File: config.mk
export PLATFORM = sky130hd
export DESIGN_NAME = wm8731_init_sequencer_flat
export DESIGN_NICKNAME = d
export VERILOG_FILES = /design/src/rtl/wm8731_init_sequencer_pkg.sv /design/src/rtl/wm8731_init_sequencer_if.sv /design/src/rtl/wm8731_init_sequencer_rom.sv /design/src/rtl/wm8731_init_sequencer.sv /design/src/flat_wrapper.sv
export SDC_FILE = /design/constraint.sdc
export NUM_CORES = 1
export LEC_CHECK = 0
export ABC_AREA = 1
export CORE_MARGIN = 2
export CORE_UTILIZATION = 40
export CTS_CLUSTER_DIAMETER = 150
export DETAILED_ROUTE_END_ITERATION = 8
export PLACE_DENSITY = 0.63
export SETUP_SLACK_MARGIN = 0.15
export SLEW_MARGIN = 20
export SYNTH_ARGS = -nofsm -noshare
export SYNTH_HDL_FRONTEND = slang
export SYNTH_SLANG_ARGS = --single-unit
export TNS_END_PERCENT = 20
File: constraint.sdc
create_clock -name clk -period 2.35 [get_ports clk]
set_clock_uncertainty 0.1 [all_clocks]
set_input_delay 0.5875 -clock clk [delete_from_list [all_inputs] [get_ports clk]]
set_output_delay 0.5875 -clock clk [all_outputs]
set_load 0.005 [all_outputs]
File: src/rtl/wm8731_init_sequencer_pkg.sv
// WM8731 register map, sequencer state encoding and the default power-up table.
// Entries beyond the table length read as zero.
package wm8731_init_sequencer_pkg;

    localparam logic [6:0] R0_LLIN   = 7'h00;
    localparam logic [6:0] R1_RLIN   = 7'h01;
    localparam logic [6:0] R2_LHP    = 7'h02;
    localparam logic [6:0] R3_RHP    = 7'h03;
    localparam logic [6:0] R4_APATH  = 7'h04;
    localparam logic [6:0] R5_DPATH  = 7'h05;
    localparam logic [6:0] R6_PWR    = 7'h06;
    localparam logic [6:0] R7_IFACE  = 7'h07;
    localparam logic [6:0] R8_SRATE  = 7'h08;
    localparam logic [6:0] R9_ACTIVE = 7'h09;
    localparam logic [6:0] R15_RESET = 7'h0F;

    typedef logic [2:0] seq_state_t;
    localparam seq_state_t ST_IDLE  = 3'd0;
    localparam seq_state_t ST_ISSUE = 3'd1;
    localparam seq_state_t ST_WAIT  = 3'd2;
    localparam seq_state_t ST_GAP   = 3'd3;
    localparam seq_state_t ST_DONE  = 3'd4;
    localparam seq_state_t ST_ERROR = 3'd5;

    typedef struct packed {
        logic [6:0] reg_addr;
        logic [8:0] reg_val;
    } cfg_entry_t;

    function automatic cfg_entry_t default_entry(input logic [3:0] idx);
        cfg_entry_t e;
        case (idx)
            4'd0:    e = {R15_RESET, 9'h000};
            4'd1:    e = {R6_PWR,    9'h010};
            4'd2:    e = {R4_APATH,  9'h012};
            4'd3:    e = {R5_DPATH,  9'h000};
            4'd4:    e = {R7_IFACE,  9'h002};
            4'd5:    e = {R8_SRATE,  9'h000};
            4'd6:    e = {R2_LHP,    9'h079};
            4'd7:    e = {R9_ACTIVE, 9'h001};
            default: e = '0;
        endcase
        return e;
    endfunction

endpackage

File: src/rtl/wm8731_init_sequencer_if.sv
// Byte-level I2C master request/completion channel.
// master = requester (sequencer), slave = the shared I2C engine.
interface wm8731_init_sequencer_if;
    logic       i2c_req;
    logic       i2c_ready;
    logic [6:0] i2c_addr;
    logic [7:0] i2c_byte0;
    logic [7:0] i2c_byte1;
    logic       i2c_done;
    logic       i2c_nack;

    modport master (
        output i2c_req, i2c_addr, i2c_byte0, i2c_byte1,
        input  i2c_ready, i2c_done, i2c_nack
    );

    modport slave (
        input  i2c_req, i2c_addr, i2c_byte0, i2c_byte1,
        output i2c_ready, i2c_done, i2c_nack
    );
endinterface

File: src/rtl/wm8731_init_sequencer_rom.sv
// Config table lookup: index -> {reg_addr, reg_val}.
// Latency: combinational. Backpressure: none.
module wm8731_init_sequencer_rom
    import wm8731_init_sequencer_pkg::*;
(
    input  logic [3:0] index,
    output cfg_entry_t entry
);
    always_comb entry = default_entry(index);
endmodule

File: src/rtl/wm8731_init_sequencer.sv
// Writes the codec config table through the shared I2C master with retry and settle gap.
// Latency: i2c_req rises the cycle after start; next request GAP_CYCLES+1 cycles after i2c_done.
// Backpressure: i2c_req and bytes held stable until i2c_ready.
module wm8731_init_sequencer
    import wm8731_init_sequencer_pkg::*;
#(
    parameter int         NUM_REGS       = 8,
    parameter logic [6:0] PERIPH_ADDR    = 7'h1A,
    parameter int         GAP_CYCLES     = 1000,
    parameter int         TIMEOUT_CYCLES = 65535,
    parameter int         MAX_RETRY      = 3
) (
    input  logic                          clk,
    input  logic                          reset,
    input  logic                          start,
    wm8731_init_sequencer_if.master       i2c,
    output logic                          busy,
    output logic                          done,
    output logic                          error,
    output logic [3:0]                    reg_index,
    output logic [1:0]                    retry_count
);
    localparam logic [16:0] GAP_LAST  = 17'(GAP_CYCLES - 1);
    localparam logic [16:0] TO_LAST   = 17'(TIMEOUT_CYCLES - 1);
    localparam logic [3:0]  LAST_IDX  = 4'(NUM_REGS - 1);
    localparam logic [1:0]  RETRY_MAX = 2'(MAX_RETRY);

    seq_state_t  state;
    logic [16:0] cnt;
    logic [3:0]  rom_index;
    cfg_entry_t  entry;
    logic        start_ok;
    logic        accepted;
    logic        resp_ok;
    logic        resp_fail;

    assign start_ok  = start && (state == ST_IDLE || state == ST_DONE || state == ST_ERROR);
    // Bytes are registered on the same edge that raises i2c_req, so look up the index about to be used.
    assign rom_index = start_ok ? 4'd0 : reg_index;
    assign accepted  = (state == ST_ISSUE) && i2c.i2c_req && i2c.i2c_ready;
    assign resp_ok   = (state == ST_WAIT) && i2c.i2c_done && !i2c.i2c_nack;
    // A completion pulse takes priority over a coincident timeout.
    assign resp_fail = (state == ST_WAIT) &&
                       ((i2c.i2c_done && i2c.i2c_nack) || (!i2c.i2c_done && cnt == TO_LAST));

    wm8731_init_sequencer_rom u_rom (
        .index (rom_index),
        .entry (entry)
    );

    always_ff @(posedge clk or posedge reset) begin
        if (reset) begin
            state         <= ST_IDLE;
            cnt           <= '0;
            busy          <= 1'b0;
            done          <= 1'b0;
            error         <= 1'b0;
            reg_index     <= '0;
            retry_count   <= '0;
            i2c.i2c_req   <= 1'b0;
            i2c.i2c_addr  <= '0;
            i2c.i2c_byte0 <= '0;
            i2c.i2c_byte1 <= '0;
        end else begin
            case (state)
                ST_IDLE, ST_DONE, ST_ERROR: begin
                    if (start_ok) begin
                        state         <= ST_ISSUE;
                        reg_index     <= '0;
                        retry_count   <= '0;
                        busy          <= 1'b1;
                        done          <= 1'b0;
                        error         <= 1'b0;
                        i2c.i2c_req   <= 1'b1;
                        i2c.i2c_addr  <= PERIPH_ADDR;
                        i2c.i2c_byte0 <= {entry.reg_addr, entry.reg_val[8]};
                        i2c.i2c_byte1 <= entry.reg_val[7:0];
                    end
                end
                ST_ISSUE: begin
                    if (accepted) begin
                        state       <= ST_WAIT;
                        i2c.i2c_req <= 1'b0;
                        cnt         <= '0;
                    end
                end
                ST_WAIT: begin
                    if (resp_ok) begin
                        if (reg_index == LAST_IDX) begin
                            state <= ST_DONE;
                            busy  <= 1'b0;
                            done  <= 1'b1;
                        end else begin
                            state       <= ST_GAP;
                            reg_index   <= reg_index + 4'd1;
                            retry_count <= '0;
                            cnt         <= '0;
                        end
                    end else if (resp_fail) begin
                        if (retry_count < RETRY_MAX) begin
                            state       <= ST_GAP;
                            retry_count <= retry_count + 2'd1;
                            cnt         <= '0;
                        end else begin
                            state <= ST_ERROR;
                            busy  <= 1'b0;
                            error <= 1'b1;
                        end
                    end else begin
                        cnt <= cnt + 17'd1;
                    end
                end
                ST_GAP: begin
                    if (cnt == GAP_LAST) begin
                        state         <= ST_ISSUE;
                        i2c.i2c_req   <= 1'b1;
                        i2c.i2c_addr  <= PERIPH_ADDR;
                        i2c.i2c_byte0 <= {entry.reg_addr, entry.reg_val[8]};
                        i2c.i2c_byte1 <= entry.reg_val[7:0];
                    end else begin
                        cnt <= cnt + 17'd1;
                    end
                end
                default: state <= ST_IDLE;
            endcase
        end
    end

endmodule

File: src/flat_wrapper.sv
// flat-port wrapper written by rule: the top's interface ports become plain ports
module wm8731_init_sequencer_flat import wm8731_init_sequencer_pkg::*;
#(
    parameter int         NUM_REGS       = 8,
    parameter logic [6:0] PERIPH_ADDR    = 7'h1A,
    parameter int         GAP_CYCLES     = 1000,
    parameter int         TIMEOUT_CYCLES = 65535,
    parameter int         MAX_RETRY      = 3
)
  (clk, reset, start, busy, done, error, reg_index, retry_count, i2c_i2c_req, i2c_i2c_addr, i2c_i2c_byte0, i2c_i2c_byte1, i2c_i2c_ready, i2c_i2c_done, i2c_i2c_nack);
  wm8731_init_sequencer_if i2c_i ();
  input  logic clk;
  input  logic reset;
  input  logic start;
  output logic busy;
  output logic done;
  output logic error;
  output logic [3:0] reg_index;
  output logic [1:0] retry_count;
  output wire logic [$bits(i2c_i.i2c_req)-1:0] i2c_i2c_req;
  output wire logic [$bits(i2c_i.i2c_addr)-1:0] i2c_i2c_addr;
  output wire logic [$bits(i2c_i.i2c_byte0)-1:0] i2c_i2c_byte0;
  output wire logic [$bits(i2c_i.i2c_byte1)-1:0] i2c_i2c_byte1;
  input wire logic [$bits(i2c_i.i2c_ready)-1:0] i2c_i2c_ready;
  input wire logic [$bits(i2c_i.i2c_done)-1:0] i2c_i2c_done;
  input wire logic [$bits(i2c_i.i2c_nack)-1:0] i2c_i2c_nack;
  assign i2c_i2c_req = i2c_i.i2c_req;
  assign i2c_i2c_addr = i2c_i.i2c_addr;
  assign i2c_i2c_byte0 = i2c_i.i2c_byte0;
  assign i2c_i2c_byte1 = i2c_i.i2c_byte1;
  assign i2c_i.i2c_ready = i2c_i2c_ready;
  assign i2c_i.i2c_done = i2c_i2c_done;
  assign i2c_i.i2c_nack = i2c_i2c_nack;
  wm8731_init_sequencer #(.NUM_REGS(NUM_REGS), .PERIPH_ADDR(PERIPH_ADDR), .GAP_CYCLES(GAP_CYCLES), .TIMEOUT_CYCLES(TIMEOUT_CYCLES), .MAX_RETRY(MAX_RETRY)) u_core (.clk(clk), .reset(reset), .start(start), .i2c(i2c_i), .busy(busy), .done(done), .error(error), .reg_index(reg_index), .retry_count(retry_count));
endmodule
==> impl_metrics.csv <==
group,metric,value,unit
clock_tree,cts.sinks,39,
clock_tree,numCtsBuffers,5,
timing,finalCriticalPeriod,2.04,ns
timing,setup_tns,0,ns
floorplanning,io_pins,39,
routing,drt_wl_total,4900,microns
critical_path,worstSetupStartpointType,"flip-flop",
cells_and_area,fin_util,48.3,%
critical_path,cp-end-kind,"output port",
pwr,p_comb_share,2.5,%
place,place_inst,447,
floorplanning,die_x,83.4,microns
critical_path,reg2regPathDepth,10,
critical_path,cp.required,1.66,ns
critical_path,cp.arrival,1.35,ns
pwr,power,1270,uW
clock_tree,postCtsResizedCells,0,
timing,fmax,490,MHz
timing,period_share,86.8,%
cells_and_area,n_antenna_cell,0,
clock_tree,clk_pin_slew,0.08,ns
cells_and_area,final_common_cell,"nand2_1",
synth,synth_fa_ha_area_share,2.97,%
synth,synth.yosys.seq_area_share,38.7,%
critical_path,crit_slowest_cell,"clkdlybuf4s50_1",
synth,synth_top_family_by_area,"simple AND/OR/NAND/NOR gates",
pwr,clock_power_share,44.7,%
critical_path,critical-path-top-delay-family,"buffers and inverters",
synth,synth_seq_cells,39,
synth,synth.area.mux_share,0,%
routing,wl_per_cell,10.8,microns
global_routing,top_usage_layer,"met1",
pwr,p_seq_share,52.8,%
clock_tree,root_buffer,"clkbuf_8",
global_routing,grt_use_met3,3.08,%
critical_path,crit_path_cell_trace,"clkdlybuf4s50_1",
floorplanning,core_area,6030,sq um
pwr,power.share.switching,21.5,%
timing,finalHoldViolCount,0,
floorplanning,fp.dieH,83.4,microns
clock_tree,ctsHoldBuffers,0,
routing,ant_nets,0,
critical_path,critPathKind,"flip-flop to output port",
critical_path,rrSetupSlack,0.46,ns
floorplanning,fp.dieArea,6960,sq um
global_routing,use_met2,21.6,%
synth,synthSimpleGateAreaFrac,36.1,%
synth,synth_area,2520,sq um
pwr,intPower,996,uW
cells_and_area,nNetsFinal,391,
timing,setup_violations,0,
synth,synth.avg_cell_area,7.17,sq um
critical_path,worstPathMaxFanout,9,
job,drv_cap,0,
timing,rsz0062_at_grt,"no",
floorplanning,start_util,41.9,%
pwr,power_leakage,0.00152,uW
critical_path,path_buf_inv,1,
floorplanning,num_rows,28,
synth,synth_cells,352,
routing,route.detailed.drc,0,
cells_and_area,drive_gt1_share,9.47,%
routing,viasPerCell,4.62,
pwr,power_density,436,nW/um^2
place,dp_hpwl,3570,microns
min_path,hold_class,"flip-flop to flip-flop",
synth,yosysWarnings,0,
timing,slew_violations,0,
synth,yosys.area.top_type_share,38.7,%
status,status,"finished, final reports clean",
clock_tree,cts_buffer_depth,2,
pwr,ir_drop,0.259,mV
pwr,switching_power,273,uW
routing,drtIter0Drc,96,
cells_and_area,layout_common_cells,"nand2_1 (131), dfrtp_1 (39), inv_1 (35)",
clock_tree,h-tree-depth,2,
synth,synthTopCellsByArea,"dfrtp_1 (39%), nand2_1 (19%), inv_1 (5.2%), nand3_1 (5.2%), buf_4 (4.8%)",
global_routing,grt_use_met1,22.2,%
global_routing,antenna_found_initial,0,
global_routing,grt_pass1_wl,8710,microns
clock_tree,cts_tree,"done",
place,port_buffers,28,
global_routing,grt_overflow,0,
global_routing,grt_pass1_vias,1881,
synth,synth_compound_area_share,5.70,%
critical_path,max_stage_delay,0.56,ns
routing,drtPass1Iterations,4,
cells_and_area,final_cell_count_no_fill,455,
global_routing,grt_max_degree,40,
synth,yosysUniqueCellTypes,29,
place,place_congestion,0.832,
synth,synthDominantAreaCellType,"dfrtp_1",
clock_tree,cts_setup_buffers,0,
synth,synthXorXnorAreaFrac,4.16,%
global_routing,track_usage,14.9,%
cells_and_area,area_growth,15.2,%
clock_tree,insertion_delay,0.30,ns
critical_path,crit_cells,1,
min_path,hold_depth,2,
routing,via_count,2104,
## final timing paths
check                                                    start                                  end
setup / recovery               u_core.reg_index[2]$_DFFE_PP0P_                         reg_index[2]
hold / removal             u_core.i2c.i2c_byte0[1]$_DFFE_PP0P_  u_core.i2c.i2c_byte0[1]$_DFFE_PP0P_
setup reg to reg                     u_core.cnt[1]$_DFFE_PP0P_  u_core.i2c.i2c_byte1[0]$_DFFE_PP0P_
hold reg to reg            u_core.i2c.i2c_byte0[1]$_DFFE_PP0P_  u_core.i2c.i2c_byte0[1]$_DFFE_PP0P_
max in group asynchronous                                reset            u_core.cnt[4]$_DFFE_PP0P_
min in group asynchronous                                reset   u_core.i2c.i2c_addr[3]$_DFFE_PP0P_
## logic make-up after synthesis
group,Yosys count
other,1
adders and majority gates,6
AOI/OAI and AO/OA,23
and+or+nand+nor,211
buffers and inverters,60
DFF,39
xor gates and xnor gates,12
## stage by stage
step           hold WS, ns  cell area (sq um)  setup slack [ns]
3_5_place_dp         0.358               2800            0.0966
5_1_grt              0.415               2910             0.224
2_1_floorplan        0.362               2560             0.661
4_1_cts              0.380               2910             0.300
3_3_place_gp         0.354               2800             0.143
6_report             0.373               2910             0.310
## layout make-up
type / instances / area [sq um]
clock buffers: 5 / 68.8
flip-flops and latches: 39 / 976
clock inverters: 3 / 43.8
fillers: 603 / 3120
inverters: 40 / 150
multi-input cells: 262 / 1270
repair buffers: 31 / 303
well taps: 75 / 93.8
## synthesized netlist by cell type
cell type / instances
nor2_4: 1
nor3_1: 1
xor2_1: 10
o21ai_0: 8
a21oi_1: 3
or2_2: 2
nor2_1: 32
nand3_2: 3
inv_1: 35
ha_1: 6
inv_2: 5
o21ai_2: 5
nand3_1: 26
o21ai_1: 1
nand4_1: 6
a21boi_0: 2
o22ai_1: 2
nand3_4: 1
buf_2: 1
buf_6: 3
a31oi_1: 2
nand2_2: 3
xnor2_1: 2
nand2_4: 1
nand2_1: 131
dfrtp_1: 39
buf_4: 16
conb_1: 1
nor2_2: 4
## sequential cells by signal, indices dropped and copies added, names as in the netlist, 2 cells and up
name	count
u_core.i2c.i2c_byte0	4
u_core.i2c.i2c_byte1	4
u_core.reg_index	4
u_core.cnt	17
u_core.state	3
u_core.retry_count	2
## metal layers
| metal | vias up | wire length, microns |
|---|---|---|
| li1 | 1126 | - |
| met1 | 927 | 2630 |
| met2 | 49 | 2010 |
| met3 | 2 | 222 |
| met4 | 0 | 34 |
| met5 | - | 0 |
## power groups by stage
stage,Clock (uW),Combinational (uW),Sequential (uW)
floorplan,0,29.0,684
global placement,0,32.1,684
detailed placement,0,32.4,684
CTS,587,32.8,670
global route,613,36.7,670
finish,567,31.4,670
(Power assumes the default switching activity.)
